File: src/rtl/core_decode_if.sv
// Decode-stage bundle: fetch-side request, flush, and decoded result toward the ALU.
// Latency: none; signal bundle only.
// Backpressure: in_ready/out_ready carry the valid-ready handshakes on each side.
interface core_decode_if #(
  parameter int PC_W = 32
);
  logic            flush;
  logic            in_valid;
  logic            in_ready;
  logic [31:0]     instr;
  logic [PC_W-1:0] in_pc;
  logic            out_valid;
  logic            out_ready;
  logic [40:0]     op;
  logic [4:0]      rd;
  logic [4:0]      rs1_addr;
  logic [4:0]      rs2_addr;
  logic [31:0]     imm;
  logic [PC_W-1:0] out_pc;
  logic            illegal;

  // Fetch and consumer side.
  modport master (
    output flush, in_valid, instr, in_pc, out_ready,
    input  in_ready, out_valid, op, rd, rs1_addr, rs2_addr, imm, out_pc, illegal
  );

  // Decoder side.
  modport slave (
    input  flush, in_valid, instr, in_pc, out_ready,
    output in_ready, out_valid, op, rd, rs1_addr, rs2_addr, imm, out_pc, illegal
  );
endinterface

File: src/rtl/core_decode.sv
// RV32I (+ optional F subset, enabled by CORE_DECODE_FP_EN) decoder: one-hot op, reg indices, imm, PC.
// Latency: 1 cycle instruction-in to decoded-out when the output is not stalled.
// Backpressure: 2-entry skid (output + skid reg); in_ready is registered and drops only when skid is full.
module core_decode #(
  parameter int PC_W        = 32,
  parameter bit SHAMT_CHECK = 1'b1
) (
  input  logic          clk,
  input  logic          rst,
  core_decode_if.slave  bus
);

  localparam int OP_ADDI    = 0;
  localparam int OP_SLTI    = 1;
  localparam int OP_SLTIU   = 2;
  localparam int OP_XORI    = 3;
  localparam int OP_ORI     = 4;
  localparam int OP_ANDI    = 5;
  localparam int OP_SLLI    = 6;
  localparam int OP_SRLI    = 7;
  localparam int OP_SRAI    = 8;
  localparam int OP_ADD     = 9;
  localparam int OP_SUB     = 10;
  localparam int OP_SLL     = 11;
  localparam int OP_SLT     = 12;
  localparam int OP_SLTU    = 13;
  localparam int OP_XOR     = 14;
  localparam int OP_SRL     = 15;
  localparam int OP_SRA     = 16;
  localparam int OP_OR      = 17;
  localparam int OP_AND     = 18;
  localparam int OP_BEQ     = 19;
  localparam int OP_BNE     = 20;
  localparam int OP_BLT     = 21;
  localparam int OP_BGE     = 22;
  localparam int OP_BLTU    = 23;
  localparam int OP_BGEU    = 24;
  localparam int OP_LB      = 25;
  localparam int OP_LH      = 26;
  localparam int OP_LW      = 27;
  localparam int OP_LBU     = 28;
  localparam int OP_LHU     = 29;
  localparam int OP_SB      = 30;
  localparam int OP_SH      = 31;
  localparam int OP_SW      = 32;
`ifdef CORE_DECODE_FP_EN
  localparam int OP_FLW     = 33;
  localparam int OP_FSW     = 34;
  localparam int OP_FMVSX   = 35;
  localparam int OP_FSGNJXS = 36;
`endif
  localparam int OP_LUI     = 37;
  localparam int OP_AUIPC   = 38;
  localparam int OP_JAL     = 39;
  localparam int OP_JALR    = 40;

  localparam logic [6:0] OPC_OPIMM  = 7'b0010011;
  localparam logic [6:0] OPC_OP     = 7'b0110011;
  localparam logic [6:0] OPC_BRANCH = 7'b1100011;
  localparam logic [6:0] OPC_LOAD   = 7'b0000011;
  localparam logic [6:0] OPC_STORE  = 7'b0100011;
  localparam logic [6:0] OPC_LOADFP = 7'b0000111;
  localparam logic [6:0] OPC_STOREFP= 7'b0100111;
  localparam logic [6:0] OPC_OPFP   = 7'b1010011;
  localparam logic [6:0] OPC_LUI    = 7'b0110111;
  localparam logic [6:0] OPC_AUIPC  = 7'b0010111;
  localparam logic [6:0] OPC_JAL    = 7'b1101111;
  localparam logic [6:0] OPC_JALR   = 7'b1100111;

  typedef struct packed {
    logic [40:0]     op;
    logic [4:0]      rd;
    logic [4:0]      rs1;
    logic [4:0]      rs2;
    logic [31:0]     imm;
    logic [PC_W-1:0] pc;
    logic            illegal;
  } entry_t;

  logic [31:0] i;
  logic [6:0]  opc;
  logic [2:0]  f3;
  logic [6:0]  f7;
  logic [31:0] imm_i, imm_s, imm_b, imm_u, imm_j;
  logic [40:0] op_d;
  logic [31:0] imm_d;
  entry_t      dec;

  entry_t out_q, skid_q;
  logic   out_valid_q, skid_valid_q, in_ready_q;
  logic   accept, advance;

  assign i   = bus.instr;
  assign opc = i[6:0];
  assign f3  = i[14:12];
  assign f7  = i[31:25];

  assign imm_i = {{20{i[31]}}, i[31:20]};
  assign imm_s = {{20{i[31]}}, i[31:25], i[11:7]};
  assign imm_b = {{19{i[31]}}, i[31], i[7], i[30:25], i[11:8], 1'b0};
  assign imm_u = {i[31:12], 12'b0};
  assign imm_j = {{11{i[31]}}, i[31], i[19:12], i[20], i[30:21], 1'b0};

  // One-hot op decode from opcode/funct3/funct7; anything unmatched leaves op_d zero.
  always_comb begin
    op_d = '0;
    case (opc)
      OPC_OPIMM: begin
        case (f3)
          3'b000: op_d[OP_ADDI]  = 1'b1;
          3'b010: op_d[OP_SLTI]  = 1'b1;
          3'b011: op_d[OP_SLTIU] = 1'b1;
          3'b100: op_d[OP_XORI]  = 1'b1;
          3'b110: op_d[OP_ORI]   = 1'b1;
          3'b111: op_d[OP_ANDI]  = 1'b1;
          3'b001: if (!SHAMT_CHECK || f7 == 7'b0000000) op_d[OP_SLLI] = 1'b1;
          3'b101: begin
            if (f7 == 7'b0000000)      op_d[OP_SRLI] = 1'b1;
            else if (f7 == 7'b0100000) op_d[OP_SRAI] = 1'b1;
            else if (!SHAMT_CHECK) begin
              // Lenient mode: bit 30 alone picks arithmetic vs logical.
              if (i[30]) op_d[OP_SRAI] = 1'b1;
              else       op_d[OP_SRLI] = 1'b1;
            end
          end
          default: ;
        endcase
      end
      OPC_OP: begin
        if (f7 == 7'b0000000) begin
          case (f3)
            3'b000: op_d[OP_ADD]  = 1'b1;
            3'b001: op_d[OP_SLL]  = 1'b1;
            3'b010: op_d[OP_SLT]  = 1'b1;
            3'b011: op_d[OP_SLTU] = 1'b1;
            3'b100: op_d[OP_XOR]  = 1'b1;
            3'b101: op_d[OP_SRL]  = 1'b1;
            3'b110: op_d[OP_OR]   = 1'b1;
            3'b111: op_d[OP_AND]  = 1'b1;
            default: ;
          endcase
        end else if (f7 == 7'b0100000) begin
          if (f3 == 3'b000) op_d[OP_SUB] = 1'b1;
          if (f3 == 3'b101) op_d[OP_SRA] = 1'b1;
        end
      end
      OPC_BRANCH: begin
        case (f3)
          3'b000: op_d[OP_BEQ]  = 1'b1;
          3'b001: op_d[OP_BNE]  = 1'b1;
          3'b100: op_d[OP_BLT]  = 1'b1;
          3'b101: op_d[OP_BGE]  = 1'b1;
          3'b110: op_d[OP_BLTU] = 1'b1;
          3'b111: op_d[OP_BGEU] = 1'b1;
          default: ;
        endcase
      end
      OPC_LOAD: begin
        case (f3)
          3'b000: op_d[OP_LB]  = 1'b1;
          3'b001: op_d[OP_LH]  = 1'b1;
          3'b010: op_d[OP_LW]  = 1'b1;
          3'b100: op_d[OP_LBU] = 1'b1;
          3'b101: op_d[OP_LHU] = 1'b1;
          default: ;
        endcase
      end
      OPC_STORE: begin
        case (f3)
          3'b000: op_d[OP_SB] = 1'b1;
          3'b001: op_d[OP_SH] = 1'b1;
          3'b010: op_d[OP_SW] = 1'b1;
          default: ;
        endcase
      end
`ifdef CORE_DECODE_FP_EN
      OPC_LOADFP:  if (f3 == 3'b010) op_d[OP_FLW] = 1'b1;
      OPC_STOREFP: if (f3 == 3'b010) op_d[OP_FSW] = 1'b1;
      OPC_OPFP: begin
        if (f7 == 7'b1111000 && i[24:20] == 5'd0 && f3 == 3'b000) op_d[OP_FMVSX]   = 1'b1;
        if (f7 == 7'b0010000 && f3 == 3'b010)                     op_d[OP_FSGNJXS] = 1'b1;
      end
`endif
      OPC_LUI:   op_d[OP_LUI]   = 1'b1;
      OPC_AUIPC: op_d[OP_AUIPC] = 1'b1;
      OPC_JAL:   op_d[OP_JAL]   = 1'b1;
      OPC_JALR:  if (f3 == 3'b000) op_d[OP_JALR] = 1'b1;
      default: ;
    endcase
  end

  // Immediate format follows the opcode alone, so illegal entries still carry the extracted value.
  always_comb begin
    imm_d = '0;
    case (opc)
      OPC_OPIMM, OPC_LOAD, OPC_LOADFP, OPC_JALR: imm_d = imm_i;
      OPC_STORE, OPC_STOREFP:                    imm_d = imm_s;
      OPC_BRANCH:                                imm_d = imm_b;
      OPC_LUI, OPC_AUIPC:                        imm_d = imm_u;
      OPC_JAL:                                   imm_d = imm_j;
      default:                                   imm_d = '0;
    endcase
  end

  // Assemble the decoded entry presented to the buffer.
  always_comb begin
    dec         = '0;
    dec.op      = op_d;
    dec.rd      = i[11:7];
    dec.rs1     = i[19:15];
    dec.rs2     = i[24:20];
    dec.imm     = imm_d;
    dec.pc      = bus.in_pc;
    dec.illegal = (op_d == '0);
  end

  assign accept  = bus.in_valid & in_ready_q;
  assign advance = ~out_valid_q | bus.out_ready;

  // Handshake state: output/skid occupancy and the registered ready; flush beats accept.
  always_ff @(posedge clk) begin
    if (rst) begin
      out_valid_q  <= 1'b0;
      skid_valid_q <= 1'b0;
      in_ready_q   <= 1'b0;
    end else if (bus.flush) begin
      out_valid_q  <= 1'b0;
      skid_valid_q <= 1'b0;
      in_ready_q   <= 1'b1;
    end else if (advance) begin
      // Skid drains first to keep order; accept cannot coincide since ready was low.
      out_valid_q  <= skid_valid_q | accept;
      skid_valid_q <= 1'b0;
      in_ready_q   <= 1'b1;
    end else if (accept) begin
      skid_valid_q <= 1'b1;
      in_ready_q   <= 1'b0;
    end else begin
      in_ready_q   <= ~skid_valid_q;
    end
  end

  // Payload registers: output holds while stalled, skid captures an accept during a stall.
  always_ff @(posedge clk) begin
    if (rst) begin
      out_q  <= '0;
      skid_q <= '0;
    end else if (!bus.flush) begin
      if (advance) begin
        if (skid_valid_q) out_q <= skid_q;
        else if (accept)  out_q <= dec;
      end else if (accept) begin
        skid_q <= dec;
      end
    end
  end

  assign bus.in_ready  = in_ready_q;
  assign bus.out_valid = out_valid_q;
  assign bus.op        = out_q.op;
  assign bus.rd        = out_q.rd;
  assign bus.rs1_addr  = out_q.rs1;
  assign bus.rs2_addr  = out_q.rs2;
  assign bus.imm       = out_q.imm;
  assign bus.out_pc    = out_q.pc;
  assign bus.illegal   = out_q.illegal;

endmodule
File: src/flat_wrapper.sv
// flat-port wrapper written by rule: the top's interface ports become plain ports
module core_decode_flat 
#(
  parameter int PC_W        = 32,
  parameter bit SHAMT_CHECK = 1'b1
)
  (clk, rst, bus_flush, bus_in_valid, bus_instr, bus_in_pc, bus_out_ready, bus_in_ready, bus_out_valid, bus_op, bus_rd, bus_rs1_addr, bus_rs2_addr, bus_imm, bus_out_pc, bus_illegal);
  core_decode_if #(.PC_W(PC_W)) bus_i ();
  input  logic clk;
  input  logic rst;
  input wire logic [$bits(bus_i.flush)-1:0] bus_flush;
  input wire logic [$bits(bus_i.in_valid)-1:0] bus_in_valid;
  input wire logic [$bits(bus_i.instr)-1:0] bus_instr;
  input wire logic [$bits(bus_i.in_pc)-1:0] bus_in_pc;
  input wire logic [$bits(bus_i.out_ready)-1:0] bus_out_ready;
  output wire logic [$bits(bus_i.in_ready)-1:0] bus_in_ready;
  output wire logic [$bits(bus_i.out_valid)-1:0] bus_out_valid;
  output wire logic [$bits(bus_i.op)-1:0] bus_op;
  output wire logic [$bits(bus_i.rd)-1:0] bus_rd;
  output wire logic [$bits(bus_i.rs1_addr)-1:0] bus_rs1_addr;
  output wire logic [$bits(bus_i.rs2_addr)-1:0] bus_rs2_addr;
  output wire logic [$bits(bus_i.imm)-1:0] bus_imm;
  output wire logic [$bits(bus_i.out_pc)-1:0] bus_out_pc;
  output wire logic [$bits(bus_i.illegal)-1:0] bus_illegal;
  assign bus_i.flush = bus_flush;
  assign bus_i.in_valid = bus_in_valid;
  assign bus_i.instr = bus_instr;
  assign bus_i.in_pc = bus_in_pc;
  assign bus_i.out_ready = bus_out_ready;
  assign bus_in_ready = bus_i.in_ready;
  assign bus_out_valid = bus_i.out_valid;
  assign bus_op = bus_i.op;
  assign bus_rd = bus_i.rd;
  assign bus_rs1_addr = bus_i.rs1_addr;
  assign bus_rs2_addr = bus_i.rs2_addr;
  assign bus_imm = bus_i.imm;
  assign bus_out_pc = bus_i.out_pc;
  assign bus_illegal = bus_i.illegal;
  core_decode #(.PC_W(PC_W), .SHAMT_CHECK(SHAMT_CHECK)) u_core (.clk(clk), .rst(rst), .bus(bus_i));
endmodule
File: config.mk
export PLATFORM = sky130hd
export DESIGN_NAME = core_decode_flat
export DESIGN_NICKNAME = d
export VERILOG_FILES = /design/src/rtl/core_decode_if.sv /design/src/rtl/core_decode.sv /design/src/flat_wrapper.sv
export SDC_FILE = /design/constraint.sdc
export NUM_CORES = 1
export LEC_CHECK = 0
export CORE_MARGIN = 2
export CORE_UTILIZATION = 52
export CTS_BUF_LIST = sky130_fd_sc_hd__clkbuf_4 sky130_fd_sc_hd__clkbuf_8 sky130_fd_sc_hd__clkbuf_16
export DETAILED_ROUTE_END_ITERATION = 10
export GPL_ROUTABILITY_DRIVEN = 0
export PLACE_DENSITY_LB_ADDON = 0.3
export SYNTH_ARGS = -nofsm -noshare
export SYNTH_HDL_FRONTEND = slang
export SYNTH_SLANG_ARGS = --single-unit
export TNS_END_PERCENT = 30
File: constraint.sdc
create_clock -name clk -period 2.7 [get_ports clk]
set_clock_uncertainty 0.05 [all_clocks]
set_input_delay 0.675 -clock clk [delete_from_list [all_inputs] [get_ports clk]]
set_output_delay 0.675 -clock clk [all_outputs]
set_load 0.03 [all_outputs]
# After elaboration in Yosys (flattened, before gate mapping)
# Index checks and enable logic that the tools add are counted.
[word_totals] input_bits=69 output_inout_bits=123 ff_bits=241 word_cells=89
[op_classes] reduce_logical=11 n_bitwise=7 n_mux=35 eq_ne=19
[ops] cell="$mux W121" n=2
[ops] cell="$pmux W32 S5" n=1
[ops] cell="$logic_not A41 Y1" n=1
[ops] cell="$eq A7 B6 Y1 const B" n=5
[ops] cell="$mux W1" n=24
[ops] cell="$eq A7 B7 Y1 const B" n=3
[ops] cell="$eq A7 B5 Y1 const B" n=2
[ops] cell="$eq A3 B3 Y1 const B" n=4
[ops] cell="$mux W10" n=1
[ops] cell="$mux W5" n=2
[ops] cell="$mux W9" n=1
[ops] cell="$eq A7 B2 Y1 const B" n=1
[ops] cell="$eq A7 B3 Y1 const B" n=1
[ops] cell="$logic_not A7 Y1" n=1
[ops] cell="$eq A3 B2 Y1 const B" n=2
[ops] cell="$mux W6" n=1
[ops] cell="$reduce_and A3 Y1" n=2
[ops] cell="$reduce_or A2 Y1" n=3
[ops] cell="$mux W2" n=2
[ops] cell="$not A1 Y1" n=4
[ops] cell="$reduce_or A4 Y1" n=1
[ops] cell="$eq A3 B1 Y1 const B" n=1
[ops] cell="$logic_not A3 Y1" n=1
[ops] cell="$mux W3" n=1
[ops] cell="other kinds (4)" n=5

# Longest topological paths before layout
[depth] ltp_word=8 ltp_mapped=8 depth_no_buf=5

# Least setup slack after synthesis
# OpenSTA, ideal clock, no wires.
[synth_timing] path_kind="input to register" from="input bus_instr[6]" to="register u_core.out_q, in the netlist u_core.bus.imm[22]" stages=7 arrival_time_ns=1.897 slack_ns=0.612 cell_sequence="buf_2 -> a21bo_2 -> a22oi_1 -> o21bai_4 -> a311oi_2 -> buf_4 -> a211oi_1"
[synth_between] elab_chain_len=5 word_cells_on_any_way=16
[synth_rtl] element="start, declared" line_no="flat_wrapper.sv:13" text="input wire logic [$bits(bus_i.instr)-1:0] bus_instr;"
[synth_rtl] element="$eq A7 B5 Y1 (tied with other cells)" line_no="core_decode.sv:195" text="case (opc)"
[synth_rtl] element="$reduce_or A4 Y1 / $reduce_or A2 Y1 (equally long branches)" line_no="core_decode.sv:195"
[synth_rtl] element="$pmux W32 S5 *" line_no="core_decode.sv:195"
[synth_rtl] element="$mux W121 *" line_no="core_decode.sv:251" text="else if (accept) out_q <= dec;"
[synth_rtl] element="$mux W121 *" line_no="core_decode.sv:250" text="if (skid_valid_q) out_q <= skid_q;"
[synth_rtl] element="end signal, assigned" line_no="core_decode.sv:250"
[synth_rtl] element="end, declared" line_no="core_decode.sv:89" text="entry_t out_q, skid_q;"
# Every way passes the cells marked *; elsewhere a longest branch is shown, timed or not. The select of a mux whose other input is x is not followed.
# A chain may end at the register's enable or synchronous reset.

# Worst setup path after layout
[layout_timing] from="input bus_instr[5]" to="register u_core.out_q, in the netlist u_core.bus.op[8]"
[layout_between] elab_chain_len=4
[layout_rtl] element="$eq A7 B5 Y1" line_no="core_decode.sv:107" text="case (opc)"
[layout_rtl] element="$mux W9" line_no="core_decode.sv:107"
[layout_rtl] element="$mux W121" line_no="core_decode.sv:251"
[layout_rtl] element="$mux W121" line_no="core_decode.sv:250"
# Every way passes these cells. The select of a mux whose other input is x is not followed.

==> metrics <==
status finished, final reports clean; Critical Path AT 2860 ps; register area 0.00475 mm^2; slowest cell on the critical path o311ai_0; num ports 192; pre-CTS WS -176 ps; clk_lat worst skew 510 ps; EDFF count, synth 0; # diodes 0; post_cts resized 0; core area 0.0194 mm^2; clock tree buffer depth 3; cts-stage hold buffer count 0; H-tree depth 1; crit path launch type input pin; Slew @ Worst Pin 677 ps; final setup TNS 0 ps; max-cap violation count 0; root buffer cell clkbuf_16; FFs w/ async S/R, synth 0; leakage 4.53 nW; switching part of the total 0.238; Die Area 0.0208 mm^2; Reg clk slew, reported paths 60 ps; CTS tree built; die height 144 um; post-route ant nets 0; Hold Path Depth 2; final wirelength 27700 um; via count 9495; sequential power share 0.444; Layout Utilization 0.703; max incr delay on CP 620 ps; Max VDD drop 433 uV; Yosys top cell by area dfxtp_1; DR iter-0 viols 682; CTS Buf Count 25; Overflow after GRT 0; min cycle time layout 2470 ps; area share of the largest cell type after synthesis 0.464; DP HPWL 18500 um; Commonest cells post-synth dfxtp_1, nand2_1, nor2_1, a21oi_1, a211oi_1; slew margin rel. 0.543; CTS Sinks 237; Total GRT Usage 0.256; Reg2Reg Depth 5; Critical R2R Capture u_core.bus.op[8]; WL/cell 16.6 um; residual DRC count 0; Final nets 1451; Starting Density 0.527; # setup viols final 0; Multi-input gate area 0.00490 mm^2; via-per-instance ratio 5.70; Mean Syn Cell Area 8.55 um^2; Die X 144 um; Yosys cell types 75; synthesized area 0.0102 mm^2; Yosys reg bits 237; most common cell in the synthesized netlist dfxtp_1; WHS Endpoint u_core.skid_q[30]; Crit Path Max Fanout 8; P_sw 1.95 mW; Primary FF master, synth dfxtp_1; initial antenna violation count 0; Mapped Cells 1195; Max Slew Vio Count 0; Hold Fails Final Rpt 0; sequential element share of the synthesized area 0.464; post-route setup slack 230 ps; vias in the first global route 8756; Clk pwr share 0.444; worst hold path type reg -> reg; synthesis-to-layout area growth 33.6%; delay-heaviest family, CP buffers and inverters; CP Capture Type register; first-pass GRT wire length 43600 um; RSZ-0062 raised after global routing no; # rows 51; FF-to-FF Start u_core.skid_valid_q; Logic pwr share 0.113; 1st-pass router iterations 5; CP bufs+invs 2; share of post-route cells with drive strength above 1 0.125; internal power 6.22 mW; Synth area leaders dfxtp_1, nand2_1, a211oi_1; Hold Path Origin u_core.skid_q[30]; Worst R2R Setup Slack 800 ps; period utilization 0.915; cells along the critical path clkdlybuf4s50_1, nor3b_1, nand4_1, o311ai_0, buf_4, o21ai_0, nor2_1; setup bufs post-CTS 0; crit path kind in -> reg; power density over the cells 599 mW/mm^2; number of fill cells in the layout 1519; PortBufs 187; Syn. warnings 0; largest net degree at the start of global routing 132; CP Data Required Time 3090 ps; Max Freq 0.405 GHz
-- cell usage in the layout (no fill, tap or decap), types with 13 or more instances in the layout --
cell	n
nor2_1	146
nand2_1	158
a211oi_1	78
clkdlybuf4s50_1	186
a22oi_1	13
buf_12	14
o21ai_0	31
clkbuf_16	25
dfxtp_1	236
nor3_1	43
a21oi_1	114
mux2i_1	50
a221oi_1	20
buf_4	77
-- tightest hold or removal path, cell delays in order (launching register included) --
cell,delay (ps)
dfxtp_1,310
nand2_1,50
a21oi_1,50
-- registers in the layout, indices dropped and copies added (netlist names) --
register and count:
u_core.skid_q 117, u_core.bus.op 37, u_core.bus.imm 32, u_core.bus.out_pc 32, u_core.bus.rd 5, u_core.bus.rs1_addr 5, u_core.bus.rs2_addr 5, u_core.bus.illegal 1
u_core.bus.in_ready 1, u_core.bus.out_valid 1, u_core.skid_valid_q 1
-- kinds of logic (layout without fill, tap and decap cells) --
logic type / count (synthesis) / count (layout) / synth area share
muxes: 50 / 50 / 0.0490
DFF: 237 / 237 / 0.464
other: 1 / 4 / 0.000367
AOI/OAI and AO/OA: 336 / 336 / 0.224
xor gates and xnor gates: 1 / 1 / 0.000857
buffers and inverters: 134 / 336 / 0.0599
and+or+nand+nor: 436 / 436 / 0.202
-- power groups by stage --
| stage | logic [mW] | registers, mW | clock network (mW) |
|---|---|---|---|
| finish | 0.922 | 3.62 | 3.63 |
| global route | 0.985 | 3.63 | 3.84 |
| CTS | 0.920 | 3.63 | 3.68 |
| detailed placement | 0.914 | 3.70 | 0 |
| global placement | 0.905 | 3.70 | 0 |
| floorplan | 0.330 | 3.85 | 0 |
-- through the flow --
stage          cell area (um^2)  cells  hold slack [ps]  power, mW
3_3_place_gp              12800   1620              391       4.61
5_1_grt                   13600   1665              416       8.46
3_5_place_dp              12800   1620              395       4.62
2_1_floorplan             10200   1198              382       4.18
6_report                  13600   1665              403       8.17
4_1_cts                   13600   1665              404       8.23
-- how the worst max path moves through the flow --
stage                     slack, ps  cells past startpoint                  to     startpoint
after floorplan                 610                      7  u_core.bus.imm[22]   bus_instr[6]
after global placement         -130                      7    u_core.bus.op[8]  bus_instr[27]
after detailed placement       -180                      7    u_core.bus.op[8]   bus_instr[5]
after CTS                       330                      7    u_core.bus.op[8]   bus_instr[5]
after global routing            270                      7    u_core.bus.op[8]   bus_instr[5]
final                           230                      7    u_core.bus.op[8]   bus_instr[5]
-- final cells by class --
| class | instances | share of cell area |
|---|---|---|
| clock buffers | 33 | 0.0525 |
| clock inverters | 12 | 0.0124 |
| inverters | 13 | 0.00358 |
| multi-input cells | 827 | 0.359 |
| flip-flops and latches | 237 | 0.348 |
| well taps | 265 | 0.0243 |
| repair buffers | 278 | 0.200 |
-- per-layer routing --
metal	routed length, um	track usage	up-vias	share of wire
li1	-	-	4651	-
met1	12000	0.341	4478	0.43
met2	13100	0.428	319	0.47
met3	1880	0.0394	47	0.068
met4	716	0.0828	0	0.026
met5	0	0	-	0
Power figures use the tool's default switching activity.
